`config.mk`:
```
export PLATFORM = sky130hd
export DESIGN_NAME = mmio_uart_tx
export DESIGN_NICKNAME = d
export VERILOG_FILES = /design/src/rtl/mmio_uart_tx.sv
export SDC_FILE = /design/constraint.sdc
export NUM_CORES = 1
export LEC_CHECK = 0
export ABC_AREA = 1
export ABC_CLOCK_PERIOD_IN_PS = 7500
export CELL_PAD_IN_SITES_DETAIL_PLACEMENT = 1
export CELL_PAD_IN_SITES_GLOBAL_PLACEMENT = 2
export CORE_MARGIN = 2
export CORE_UTILIZATION = 30
export CTS_CLUSTER_SIZE = 24
export DETAILED_ROUTE_END_ITERATION = 12
export PLACE_DENSITY_LB_ADDON = 0.1
export SYNTH_ARGS = -nofsm -noshare
export SYNTH_HDL_FRONTEND = slang
export SYNTH_SLANG_ARGS = --single-unit
```
`constraint.sdc`:
```
create_clock -name iCLK -period 7.5 [get_ports iCLK]
set_input_delay 1.5 -clock iCLK [delete_from_list [all_inputs] [get_ports iCLK]]
set_output_delay 1.5 -clock iCLK [all_outputs]
set_load 0.01 [all_outputs]
```
`src/rtl/mmio_uart_tx.sv`:
```
// Bus-mapped 8N1 UART transmitter: TXDATA/STATUS/DIVISOR/CTRL window, byte FIFO, LSB-first serializer.
// Write lands in FIFO at edge N, pop/start bit at N+1, frame 10*DIVISOR clocks; full-FIFO writes drop and set overflow. Optional IRQ: MMIO_UART_IRQ_EN.
module mmio_uart_tx #(
  parameter logic [7:0]  BASE_ADDR  = 8'hF0,
  parameter int          FIFO_DEPTH = 8,
  parameter logic [15:0] CLK_DIV    = 16'd16
) (
  input  logic        iCLK,
  input  logic        iRST,
  input  logic        iCE,
  input  logic        iRD,
  input  logic        iWR,
  input  logic [7:0]  iADDR,
  input  logic [31:0] iDATA,
  output logic [31:0] oDATA,
  output logic        oTX,
  output logic        oIRQ
);

  localparam int PW = (FIFO_DEPTH <= 2) ? 1 : $clog2(FIFO_DEPTH);
  localparam logic [4:0] DEPTH_C = 5'(FIFO_DEPTH);

  typedef enum logic [1:0] {IDLE, START, DATA, STOP} state_t;

  state_t        state, state_nxt;
  logic [7:0]    shift, shift_nxt;
  logic [2:0]    bit_idx, bit_idx_nxt;
  logic [15:0]   bit_cnt, bit_cnt_nxt;
  logic          tx;

  logic [7:0]    mem [FIFO_DEPTH];
  logic [PW-1:0] wr_ptr, rd_ptr;
  logic [4:0]    count;
  logic          overflow;
  logic [15:0]   divisor;
  logic [15:0]   div_eff;
  logic          irq_en;

  logic [7:0]    off;
  logic          sel, wr_en, push, push_ok, pop;
  logic          full, empty, busy, bit_end;
  logic [7:0]    head;
  logic [31:0]   rdata;
  logic          unused_bits;

  assign unused_bits = ^iDATA[31:16];

  // Subtracting the base keeps the window check free of carry-out at the top of the map.
  assign off     = iADDR - BASE_ADDR;
  assign sel     = iCE && (off < 8'd4);
  assign wr_en   = sel && iWR;
  assign push    = wr_en && (off[1:0] == 2'd0);
  assign full    = (count == DEPTH_C);
  assign empty   = (count == 5'd0);
  assign push_ok = push && (!full || pop);
  assign head    = mem[rd_ptr];
  assign busy    = (state != IDLE);
  assign bit_end = (bit_cnt == 16'd1);
  assign div_eff = (divisor == 16'd0) ? 16'd1 : divisor;

  always_ff @(posedge iCLK) begin
    if (push_ok) mem[wr_ptr] <= iDATA[7:0];
  end

  always_ff @(posedge iCLK) begin
    if (iRST) begin
      wr_ptr   <= '0;
      rd_ptr   <= '0;
      count    <= 5'd0;
      overflow <= 1'b0;
      divisor  <= CLK_DIV;
    end else begin
      if (push_ok) wr_ptr <= wr_ptr + 1'b1;
      if (pop)     rd_ptr <= rd_ptr + 1'b1;
      case ({push_ok, pop})
        2'b10:   count <= count + 5'd1;
        2'b01:   count <= count - 5'd1;
        default: count <= count;
      endcase
      if (push && !push_ok)
        overflow <= 1'b1;
      else if (wr_en && (off[1:0] == 2'd1) && iDATA[3])
        overflow <= 1'b0;
      if (wr_en && (off[1:0] == 2'd2)) divisor <= iDATA[15:0];
    end
  end

  always_ff @(posedge iCLK) begin
    if (iRST) begin
      state   <= IDLE;
      shift   <= 8'h00;
      bit_idx <= 3'd0;
      bit_cnt <= 16'd1;
    end else begin
      state   <= state_nxt;
      shift   <= shift_nxt;
      bit_idx <= bit_idx_nxt;
      bit_cnt <= bit_cnt_nxt;
    end
  end

  // Each bit reloads the counter from the live divisor, so divisor writes apply at the next bit boundary.
  always_comb begin
    state_nxt   = state;
    shift_nxt   = shift;
    bit_idx_nxt = bit_idx;
    bit_cnt_nxt = bit_cnt;
    pop         = 1'b0;
    tx          = 1'b1;
    case (state)
      IDLE: begin
        if (!empty) begin
          pop         = 1'b1;
          shift_nxt   = head;
          bit_cnt_nxt = div_eff;
          state_nxt   = START;
        end
      end
      START: begin
        tx = 1'b0;
        if (bit_end) begin
          bit_idx_nxt = 3'd0;
          bit_cnt_nxt = div_eff;
          state_nxt   = DATA;
        end else begin
          bit_cnt_nxt = bit_cnt - 16'd1;
        end
      end
      DATA: begin
        tx = shift[0];
        if (bit_end) begin
          bit_cnt_nxt = div_eff;
          shift_nxt   = {1'b0, shift[7:1]};
          if (bit_idx == 3'd7) state_nxt = STOP;
          else                 bit_idx_nxt = bit_idx + 3'd1;
        end else begin
          bit_cnt_nxt = bit_cnt - 16'd1;
        end
      end
      STOP: begin
        if (bit_end) begin
          if (!empty) begin
            pop         = 1'b1;
            shift_nxt   = head;
            bit_cnt_nxt = div_eff;
            state_nxt   = START;
          end else begin
            state_nxt = IDLE;
          end
        end else begin
          bit_cnt_nxt = bit_cnt - 16'd1;
        end
      end
      default: state_nxt = IDLE;
    endcase
  end

  assign oTX = tx;

`ifdef MMIO_UART_IRQ_EN
  logic irq_q;

  always_ff @(posedge iCLK) begin
    if (iRST) begin
      irq_en <= 1'b0;
      irq_q  <= 1'b0;
    end else begin
      if (wr_en && (off[1:0] == 2'd3)) irq_en <= iDATA[0];
      irq_q <= irq_en && empty && (state == IDLE);
    end
  end

  assign oIRQ = irq_q;
`else
  assign irq_en = 1'b0;
  assign oIRQ   = 1'b0;
`endif

  always_comb begin
    rdata = 32'h0;
    if (sel && iRD) begin
      case (off[1:0])
        2'd1:    rdata = {23'b0, count, overflow, empty, full, busy};
        2'd2:    rdata = {16'b0, divisor};
        2'd3:    rdata = {31'b0, irq_en};
        default: rdata = 32'h0;
      endcase
    end
  end

  assign oDATA = rdata;

endmodule
```
# Yosys cells after proc, flatten, opt, wreduce, memory -nomap -nowiden
# Memory sizes are Yosys's and may differ from the RTL's. A register that Yosys moved wholly into a read port is not among the register bits.
# Cells that the tools add are included.
# W data, S select, Z words.
dict set report word_totals {
  ff_bits 57
  mem_bits_rw 64
  output_inout_bits 34
  word_cells 92
  mem_count 1
}
# memory depth word_bits rd rd_clocked_by_memory_dff write_ports line
set mem_list {}
lappend mem_list {mem 8 8 1 1 1 31} ;# logic [7:0] mem [FIFO_DEPTH];
dict set report op_classes {
  n_addsub 7
  order_cmp 1
  eq_ne 16
  muxes 33
  n_reduce_logical 25
}
# cell n
set ops {}
lappend ops {{$mux W16} 5}
lappend ops {{$pmux W16 S3} 1}
lappend ops {{$pmux W16 S2} 1}
lappend ops {{$mux W8} 3}
lappend ops {{$pmux W8 S3} 1}
lappend ops {{$eq A16 B1 Y1 const B} 1}
lappend ops {{$logic_not A16 Y1} 1}
lappend ops {{$sub A16 B1 Y16 const B} 1}
lappend ops {{$mux W3} 5}
lappend ops {{$ne A2 B2 Y1 const B} 6}
lappend ops {{$mux W2} 5}
lappend ops {{$pmux W5 S2} 1}
lappend ops {{$add A3 B1 Y3 const B} 3}
lappend ops {{$logic_and A1 B1 Y1} 9}
lappend ops {{$eq A2 B2 Y1 const B} 4}
lappend ops {{$lt A8 B3 Y1 const B} 1}
lappend ops {{$pmux W2 S4} 1}
lappend ops {{$reduce_bool A2 Y1} 4}
lappend ops {{$sub A8 B8 Y8 const B} 1}
lappend ops {{$mux W1} 7}
lappend ops {{$eq A2 B1 Y1 const B} 3}
lappend ops {{$pmux W3 S2} 1}
lappend ops {{$add A5 B1 Y5 const B} 1}
lappend ops {{$eq A5 B4 Y1 const B} 1}
lappend ops {{12 further kinds} 15}

# Logic depth before layout (Yosys ltp)
# Gate-level depths: netlist of the first run.
dict set report depth {
  word_depth 9
  ltp_mapped 19
  ltp_nobuf 19
}

# Worst setup path before layout of the first run
# Ideal clock, no wire load.
dict set report synth_timing {
  path_type {in2out}
  startpoint {input port iADDR[0]}
  endpoint {output port oDATA[10]}
  arrival_time_ns 2.436
  path_slack_ns 3.564
  path_stages 5
  n_path_buf 1
  cell_sequence {inv_1 -> ha_1 -> clkbuf_1 -> inv_1 -> nor3_1}
}
dict set report synth_between {
  elab_chain_cells 5
  elab_cells_between_ends 8
  classes_between {add/sub: 1; order compare: 1; eq/ne: 2; mux: 2; reduce/logical: 2}
}
# item line
set synth_lines {}
lappend synth_lines {{start, declared} 13} ;# input logic [7:0] iADDR,
lappend synth_lines {{$sub A8 B8 Y8 (*)} 49} ;# assign off = iADDR - BASE_ADDR;
lappend synth_lines {{$lt A8 B3 Y1} 50} ;# assign sel = iCE && (off < 8'd4);
lappend synth_lines {{$logic_and A1 B1 Y1} 50}
lappend synth_lines {{$logic_and A1 B1 Y1} 181} ;# if (sel && iRD) begin
lappend synth_lines {{$mux W16 (*)} 181}
lappend synth_lines {{end, declared} 15} ;# output logic [31:0] oDATA,
# Every way passes the cells marked *; elsewhere a longest branch is shown, timed or not.

# Final worst setup path of the first run
dict set report layout_timing {
  startpoint {input port iADDR[7]}
  endpoint {output port oDATA[3]}
}
dict set report layout_between {
  elab_chain_cells 5
}
# item line
set layout_lines {}
lappend layout_lines {{$sub A8 B8 Y8} 49}
lappend layout_lines {{$lt A8 B3 Y1} 50}
lappend layout_lines {{$logic_and A1 B1 Y1} 50}
lappend layout_lines {{$logic_and A1 B1 Y1} 181}
lappend layout_lines {{$mux W16} 181}
# No other way between the ends.

==> results.txt, run 1 <==
----------------------------------------------------
[STA]
  Final number of max-transition violations ... 0
  Clock tree skew after final layout ... approximately 0.0086 ns
  Fmax ... 0.1969 GHz
  Setup TNS ... 0 ns
  Clock period minus final worst setup slack ... 5.078 ns
  Transition time at the pin with the least slew margin ... 1.109 ns
  Hold violation total from the final report ... 0
  Final-report setup violation count ... 0
  Relative slew slack ... between 20% and 30%
  Share of the clock period used by the worst path after layout ... between 60% and 70%
  Setup repair after global routing missed its margin ... no

[Logic synthesis]
  Flip-flop and latch count after synthesis ... 124
  EDFF count, synth ... between 60 and 70
  Mux contribution to synthesized area ... 0%
  Area fraction in and, or, nand and nor cells after synthesis ... between 10% and 20%
  Dominant combinational cell family by area after synthesis ... compound AO/OA/AOI/OAI gates
  Number of distinct library cell variants in the gate-level netlist after synthesis ... 45
  Most frequently used cell type in the post-synthesis netlist ... sky130_fd_sc_hd__o21ai_0
  Fraction of post-synthesis cell area in the top cell type by area ... 30.05%
  Mean instance size in the synthesized netlist ... 8.505 um2
  Area share of fa/ha/maj cells after synthesis ... under 10%
  Main synth FF type ... sky130_fd_sc_hd__edfxtp_1
  Fraction of synthesized cell area in xor and xnor cells ... 1.095%
  List of most frequent post-synthesis cells ... 121 x sky130_fd_sc_hd__o21ai_0, 100 x sky130_fd_sc_hd__nand2_1, 71 x sky130_fd_sc_hd__inv_1
  Synth area leaders ... sky130_fd_sc_hd__edfxtp_1 30%, sky130_fd_sc_hd__dfxtp_1 19%, sky130_fd_sc_hd__o21ai_0 9.5%, sky130_fd_sc_hd__nand2_1 5.9%, sky130_fd_sc_hd__inv_1 4.2%
  Synth async-reset ratio ... 0%
  Yosys warnings ... 0
  Sequential cell area fraction in the yosys report ... 48.83%
  Cells after synthesis ... approximately 750
  Post-synthesis cell type with the largest combined area ... sky130_fd_sc_hd__edfxtp_1
  Area of the mapped netlist ... ~6400 um2
  Synthesized-area fraction occupied by ao, oa, aoi and oai cells ... between 20% and 30%

[Critical path]
  Cell family contributing the most delay on the critical path ... buffers and inverters
  R2r startpoint ... state[1]
  CP Capture Type ... output port
  Crit path buffers/inverters ... 3
  Sort of element at the start of the critical path ... primary input
  Worst path depth ... 8
  Data arrival time of the worst path ... between 3 and 4 ns
  Required time of the worst setup path ... 6.00 ns
  Crit Path Max Fanout ... 9
  Minimum setup slack among reg-to-reg paths ... 4.14 ns
  Worst Reg-to-Reg Cells ... 9
  Last element of the critical path ... oDATA[3]
  Crit path cell chain ... clkdlybuf4s50_1 -> nand2_1 -> nor3b_1 -> nand2_1 -> inv_1 -> nand3_1 -> a21oi_1 -> clkdlybuf4s50_1
  Critical path startpoint ... iADDR[7]
  Largest stage delay on the critical path ... 0.57 ns
  Slowest stage cell on the critical path ... sky130_fd_sc_hd__clkdlybuf4s50_1
  Reg2Reg Capture Point ... mem[5][1]
  Critical Setup Path Class ... in2out

[Pwr]
  Power Total ... 2.811 mW
  Power per unit of standard cell area ... 365.5 nW/um2
  Peak VDD IR ... 129.6 uV
  Leakage dissipation ... around 2.9 nW

[Floorplanning]
  Number of core rows ... 53
  DIE AREA ... 22500 um2
  Initial Util ... 30.52%
  Die Span Y ... 150.0 um
  Die width ... 150.0 um
  Placeable core region ... 20960 um2
  IO Pins ... 79

[Layout]
  End-of-flow core utilization ... 36.70%
  Nets@finish ... approximately 850
  Ant. Diodes ... 0
  Final standard cell count with taps included and fillers excluded ... 1081
  Area added between synthesis and finish ... 20.25%
  Area of all placed cells without fillers ... 7691 um2
  Fraction of final layout cells sized beyond drive strength 1 ... under 10%

[CTS]
  Clock tree from TritonCTS ... yes
  Clock root cell ... sky130_fd_sc_hd__clkbuf_16
  CTS sink cnt ... ~120
  Source-to-sink clock delay at the later pin of the worst-skew pair ... 0.42 ns
  Number of buffers created by CTS ... 17
  Clock transition at the register clock pins on the worst setup and hold paths after CTS ... 0.06 ns
  CTS-repair resized insts ... 0
  Level count of the clock H-tree ... 4
  Hold-fix buffer count after cts ... 0
  Buffers inserted by post-CTS timing repair ... 0
  Buffer depth of the longest clock path ... 2

[Routing]
  Residual DRC count ... 0
  Via count of the routed design ... 5408
  Per-cell routed wire length ... 18.01 um
  Antenna Nets Post-Route ... 0
  Drt pass-1 iters ... 4
  Number of violations reported at the end of detailed-routing iteration 0 ... 293
  Number of vias per cell after detailed routing ... 5.003
  Overall routed net length ... 19.46 mm

[Placement]
  Post-DP Area ... 7069 um2
  Placed Cells ... 1049
  Half-perimeter wire length of the detailed placement result ... 13.74 mm
  Final weighted congestion in routability-driven placement ... 0.7950
  Number of buffers inserted by port buffering ... 45

[Global route]
  Met1 track utilization from global routing ... 22.21%
  Global-route wire length before repair ... 31.19 mm
  All-Layer GR Usage ... 18.15%
  Largest net degree at the start of global routing ... 43
  Initial antenna violation count ... 0
  Via count of the first global-routing pass ... around 5800
  Met2 usage in global routing ... 32.44%
  Met3 GRT Util ... 3.018%
  Gr busiest metal ... met2
  Overflow left after global routing ... 0

[Hold path]
  Min-delay worst type ... reg2reg

[Run]
  Count of maximum capacitance violations ... 0

[Run status]
  Result of the run ... complete, no violations

----------------------------------------------------
state kept, by name, indices dropped and copies added, names as in the netlist, named ones only:
register / flops
state: 2
rd_ptr: 3
mem: 64
bit_idx: 3
overflow: 1
shift: 8
bit_cnt: 16
count: 5
divisor: 16
wr_ptr: 3
metal layers:
layer	vias up	routed length (um)	part of all wire (%)
met5	-	0	0
met4	0	301	1.5
met3	26	430	2.2
met2	75	9951	51
met1	2652	8779	45
li1	2655	-	-
per-stage QoR:
stage	hold slack [ns]	setup slack, ns
after floorplan	0.4238	3.564
after global placement	0.4365	2.400
after detailed placement	0.4396	2.394
after CTS	0.4487	2.385
after global routing	0.4800	2.213
final	0.4552	2.422
worst reg2reg max path, cell delays in order (launching register included):
cell and delay, ns:
sky130_fd_sc_hd__dfxtp_1 0.40, sky130_fd_sc_hd__ha_1 0.72, sky130_fd_sc_hd__nand2_1 0.25, sky130_fd_sc_hd__o21ai_4 0.29, sky130_fd_sc_hd__nand2_4 0.13, sky130_fd_sc_hd__nand2_2 0.10, sky130_fd_sc_hd__nand2_4 0.06, sky130_fd_sc_hd__nor2_1 0.09
sky130_fd_sc_hd__inv_1 0.08, sky130_fd_sc_hd__nor3_1 0.85
cell type report:
class                           count  area [um2]
Clock buffer                       21       493.0
Clock inverter                     11       128.9
Fill cell                        2486       13260
Inverter                           75       282.8
Multi-Input combinational cell    520        2794
Sequential cell                   124        3123
Tap cell                          275       344.1
Timing Repair Buffer               55       525.5
layout by cell type, fill, tap and decap left out, types with 2 or more instances in the layout:
| cell | n |
|---|---|
| sky130_fd_sc_hd__o22ai_1 | 15 |
| sky130_fd_sc_hd__nor2_4 | 5 |
| sky130_fd_sc_hd__buf_4 | 10 |
| sky130_fd_sc_hd__ha_1 | 16 |
| sky130_fd_sc_hd__clkinv_2 | 2 |
| sky130_fd_sc_hd__o21a_1 | 2 |
| sky130_fd_sc_hd__inv_6 | 3 |
| sky130_fd_sc_hd__clkinv_1 | 2 |
| sky130_fd_sc_hd__a32o_1 | 4 |
| sky130_fd_sc_hd__xor2_1 | 6 |
| sky130_fd_sc_hd__xnor2_1 | 2 |
| sky130_fd_sc_hd__inv_1 | 71 |
| sky130_fd_sc_hd__o21bai_1 | 7 |
| sky130_fd_sc_hd__nand3_2 | 2 |
| sky130_fd_sc_hd__clkinvlp_4 | 3 |
| sky130_fd_sc_hd__o21ai_1 | 6 |
| sky130_fd_sc_hd__a31oi_1 | 9 |
| sky130_fd_sc_hd__nand4_1 | 8 |
| sky130_fd_sc_hd__dfxtp_1 | 60 |
| sky130_fd_sc_hd__nand2_1 | 100 |
| sky130_fd_sc_hd__o211ai_1 | 3 |
| sky130_fd_sc_hd__edfxtp_1 | 64 |
| sky130_fd_sc_hd__a32oi_1 | 3 |
| sky130_fd_sc_hd__nand2_2 | 5 |
| sky130_fd_sc_hd__nor2_1 | 67 |
| sky130_fd_sc_hd__nor3_1 | 18 |
| sky130_fd_sc_hd__bufinv_16 | 2 |
| sky130_fd_sc_hd__o31ai_1 | 3 |
| sky130_fd_sc_hd__nand3_1 | 22 |
| sky130_fd_sc_hd__nor2_2 | 3 |
| sky130_fd_sc_hd__a22oi_1 | 6 |
| sky130_fd_sc_hd__nand2_4 | 6 |
| sky130_fd_sc_hd__clkbuf_16 | 19 |
| sky130_fd_sc_hd__conb_1 | 17 |
| sky130_fd_sc_hd__nor4_1 | 5 |
| sky130_fd_sc_hd__o21ai_0 | 121 |
| sky130_fd_sc_hd__a21oi_1 | 51 |
| sky130_fd_sc_hd__clkdlybuf4s50_1 | 45 |
how the worst min path moves through the flow:
stage | from | slack [ns] | depth (start not counted) | end
floorplan | shift[7] | 0.42 | 2 | shift[7]
global placement | shift[7] | 0.44 | 2 | shift[7]
detailed placement | shift[7] | 0.44 | 2 | shift[7]
CTS | shift[7] | 0.45 | 2 | shift[7]
global route | shift[7] | 0.48 | 2 | shift[7]
finish | shift[7] | 0.46 | 2 | shift[7]
cells by family (layout without fill, tap and decap cells):
| family | count (synthesis) | after routing |
|---|---|---|
| fa+ha+maj | 16 | 16 |
| simple gates | 245 | 245 |
| other cells | 1 | 17 |
| xor+xnor | 8 | 8 |
| compound gates | 234 | 234 |
| flops | 124 | 124 |
| buf+inv | 124 | 162 |
power by group:
part           internal [mW]  leakage, nW  switching [mW]
Combinational          0.350         1.54           0.735
Sequential             0.784         1.07          0.0772
Clock                  0.541        0.297           0.324
(Power assumes the default switching activity.)
==> run 2, diff against run 1 <==
--- a/config.mk
+++ b/config.mk
@@ -6,7 +6,7 @@
 export NUM_CORES = 1
 export LEC_CHECK = 0
 export ABC_AREA = 1
-export ABC_CLOCK_PERIOD_IN_PS = 7500
+export ABC_CLOCK_PERIOD_IN_PS = 5100
 export CELL_PAD_IN_SITES_DETAIL_PLACEMENT = 1
 export CELL_PAD_IN_SITES_GLOBAL_PLACEMENT = 2
 export CORE_MARGIN = 2
==> constraint.sdc (replaced) <==
create_clock -name iCLK -period 5.1 [get_ports iCLK]
set_input_delay 1.02 -clock iCLK [delete_from_list [all_inputs] [get_ports iCLK]]
set_output_delay 1.02 -clock iCLK [all_outputs]
set_load 0.01 [all_outputs]
==> results.txt, run 2 (same netlist as run 1, synthesis figures left out) <==
----------------------------------------------------
[Run status]
  Result of the run ... complete, no violations

[CTS]
  CTS-repair resized insts ... 0
  Buffer depth of the longest clock path ... 2
  Clock transition at the register clock pins on the worst setup and hold paths after CTS ... 0.06 ns
  Hold-fix buffer count after cts ... 0
  Level count of the clock H-tree ... 4
  Clock tree from TritonCTS ... yes
  Number of buffers created by CTS ... 17
  Buffers inserted by post-CTS timing repair ... 0
  Clock root cell ... sky130_fd_sc_hd__clkbuf_16
  Source-to-sink clock delay at the later pin of the worst-skew pair ... 0.43 ns
  CTS sink cnt ... 124

[Routing]
  Via count of the routed design ... 5428
  Overall routed net length ... 19.54 mm
  Drt pass-1 iters ... 4
  Per-cell routed wire length ... 18.05 um
  Antenna Nets Post-Route ... 0
  Number of violations reported at the end of detailed-routing iteration 0 ... 262
  Residual DRC count ... 0
  Number of vias per cell after detailed routing ... approximately 5

[Pwr]
  Leakage dissipation ... approximately 2.9 nW
  Power per unit of standard cell area ... 540.5 nW/um2
  Peak VDD IR ... 208.3 uV

[Critical path]
  Crit Path Max Fanout ... 10
  Data arrival time of the worst path ... around 3 ns
  Crit path cell chain ... clkdlybuf4s50_1 -> inv_1 -> ha_1 -> inv_1 -> nor3_1 -> clkdlybuf4s50_1
  CP Capture Type ... output port
  Sort of element at the start of the critical path ... primary input
  Worst Reg-to-Reg Cells ... 10
  Largest stage delay on the critical path ... roughly 0.57 ns
  Required time of the worst setup path ... 4.08 ns
  Minimum setup slack among reg-to-reg paths ... 2.20 ns
  Critical Setup Path Class ... in2out
  Slowest stage cell on the critical path ... sky130_fd_sc_hd__clkdlybuf4s50_1
  R2r startpoint ... state[1]
  Reg2Reg Capture Point ... mem[0][6]

[Global route]
  Global-route wire length before repair ... roughly 31 mm
  Overflow left after global routing ... 0
  Initial antenna violation count ... 0
  Largest net degree at the start of global routing ... 34
  All-Layer GR Usage ... 18.19%
  Via count of the first global-routing pass ... between 5000 and 6000

[Floorplanning]
  IO Pins ... 79
  Die Span Y ... 150.0 um
  Placeable core region ... 20960 um2
  Die width ... between 150 and 200 um
  Initial Util ... 30.52%
  Number of core rows ... 53
  DIE AREA ... 22500 um2

[Layout]
  Number of fillers in the final layout ... 2441
  Commonest non-fill, non-tap cells in the layout ... 121 x sky130_fd_sc_hd__o21ai_0, 100 x sky130_fd_sc_hd__nand2_1, 71 x sky130_fd_sc_hd__inv_1
  Ant. Diodes ... 0
  Largest registers ... mem: 64 flops, bit_cnt: 16 flops, divisor: 16 flops
  Nets@finish ... between 800 and 900
  Register bank with the most flops ... mem
  Area added between synthesis and finish ... 20.38%
  Area of all placed cells without fillers ... 7700 um2
  Most common cell after layout, fill and taps aside ... sky130_fd_sc_hd__o21ai_0
  Fraction of final layout cells sized beyond drive strength 1 ... 8.550%
  Final standard cell count with taps included and fillers excluded ... 1082
  Largest register FFs ... 64

[Hold path]
  Hold worst-path end ... shift[7]
  Worst hold start ... shift[7]
  Min-delay worst type ... reg2reg
  Hold path cells ... 2

[Placement]
  Number of buffers inserted by port buffering ... 45
  Placed Cells ... ~1100
  Worst slack, placed ... 0.9592 ns
  Final weighted congestion in routability-driven placement ... 0.8042
  Half-perimeter wire length of the detailed placement result ... 13.80 mm
  Post-DP Area ... 7077 um2

[STA]
  Setup TNS ... 0 ns
  Transition time at the pin with the least slew margin ... 1.207 ns
  Hold violation total from the final report ... 0
  Final number of max-transition violations ... 0
  Setup repair after global routing missed its margin ... no
  Share of the clock period used by the worst path after layout ... 80.46%
  Relative slew slack ... 19.45%
  Fmax ... approximately 0.24 GHz
  Clock tree skew after final layout ... around 0.011 ns
  Final-report setup violation count ... 0
  Clock period minus final worst setup slack ... 4.104 ns
  Minimum setup slack in the final design ... 0.9963 ns

[Run]
  Count of maximum capacitance violations ... 0

----------------------------------------------------
-- run 2: cell count changes in the layout (fill, tap and decap cells not counted) --
| cell | change |
|---|---|
| sky130_fd_sc_hd__buf_4 | +1 |
| sky130_fd_sc_hd__bufinv_16 | +2 |
| sky130_fd_sc_hd__clkbuf_1 | +1 |
| sky130_fd_sc_hd__clkbuf_16 | -2 |
| sky130_fd_sc_hd__clkbuf_8 | -1 |
| sky130_fd_sc_hd__clkinv_1 | +1 |
| sky130_fd_sc_hd__clkinv_2 | -1 |
| sky130_fd_sc_hd__clkinv_4 | +1 |
| sky130_fd_sc_hd__inv_4 | -1 |
-- run 2: worst max-delay path by stage --
stage                 to  slack (ns)      from  cells past startpoint
6_report       oDATA[13]         1.0  iADDR[0]                      6
5_1_grt         oDATA[6]        0.81  iADDR[5]                      8
4_1_cts         oDATA[3]        0.95  iADDR[7]                      8
3_5_place_dp    oDATA[3]        0.96  iADDR[7]                      8
3_3_place_gp    oDATA[5]        0.97  iADDR[7]                      8
2_1_floorplan  oDATA[10]        2.12  iADDR[0]                      5
-- run 2: critical path: cells and delay by family --
kind                     cells  cell delay (ns)
AND/OR/NAND/NOR              1             0.25
buffers and inverters        4             1.39
adder cells (fa/ha/maj)      1             0.42
-- run 2: layout make-up --
class | instances | area, um2 | area share (%)
Inverter | 75 | 282.8 | 3.672
Clock buffer | 19 | 432.9 | 5.622
Multi-Input combinational cell | 520 | 2794 | 36.29
Sequential cell | 124 | 3123 | 40.56
Tap cell | 275 | 344.1 | 4.469
Clock inverter | 13 | 190.2 | 2.470
Timing Repair Buffer | 56 | 533.0 | 6.922
-- run 2: routing by layer --
layer / GRT usage [%] / share of wire, % / wire (um)
met5: 0 / 0 / 0
met3: 3.201 / 2.9 / 573
met1: 22.14 / 44 / 8669
met4: 5.708 / 1.7 / 340
met2: 32.56 / 51 / 9951
-- run 2: metrics by stage --
step / hold WS (ns) / power, mW / util, %
finish: 0.4514 / 4.162 / 36.74
floorplan: 0.4238 / 2.444 / -
global placement: 0.4339 / 2.842 / 33.77
detailed placement: 0.4447 / 2.896 / 33.77
global route: 0.4849 / 4.455 / 36.74
CTS: 0.4537 / 4.206 / 36.74
-- run 2: report_power, final --
| group | internal [mW] | switching (mW) | leakage (nW) |
|---|---|---|---|
| clock network | 0.822 | 0.478 | 0.292 |
| logic | 0.515 | 1.08 | 1.55 |
| registers | 1.15 | 0.114 | 1.07 |
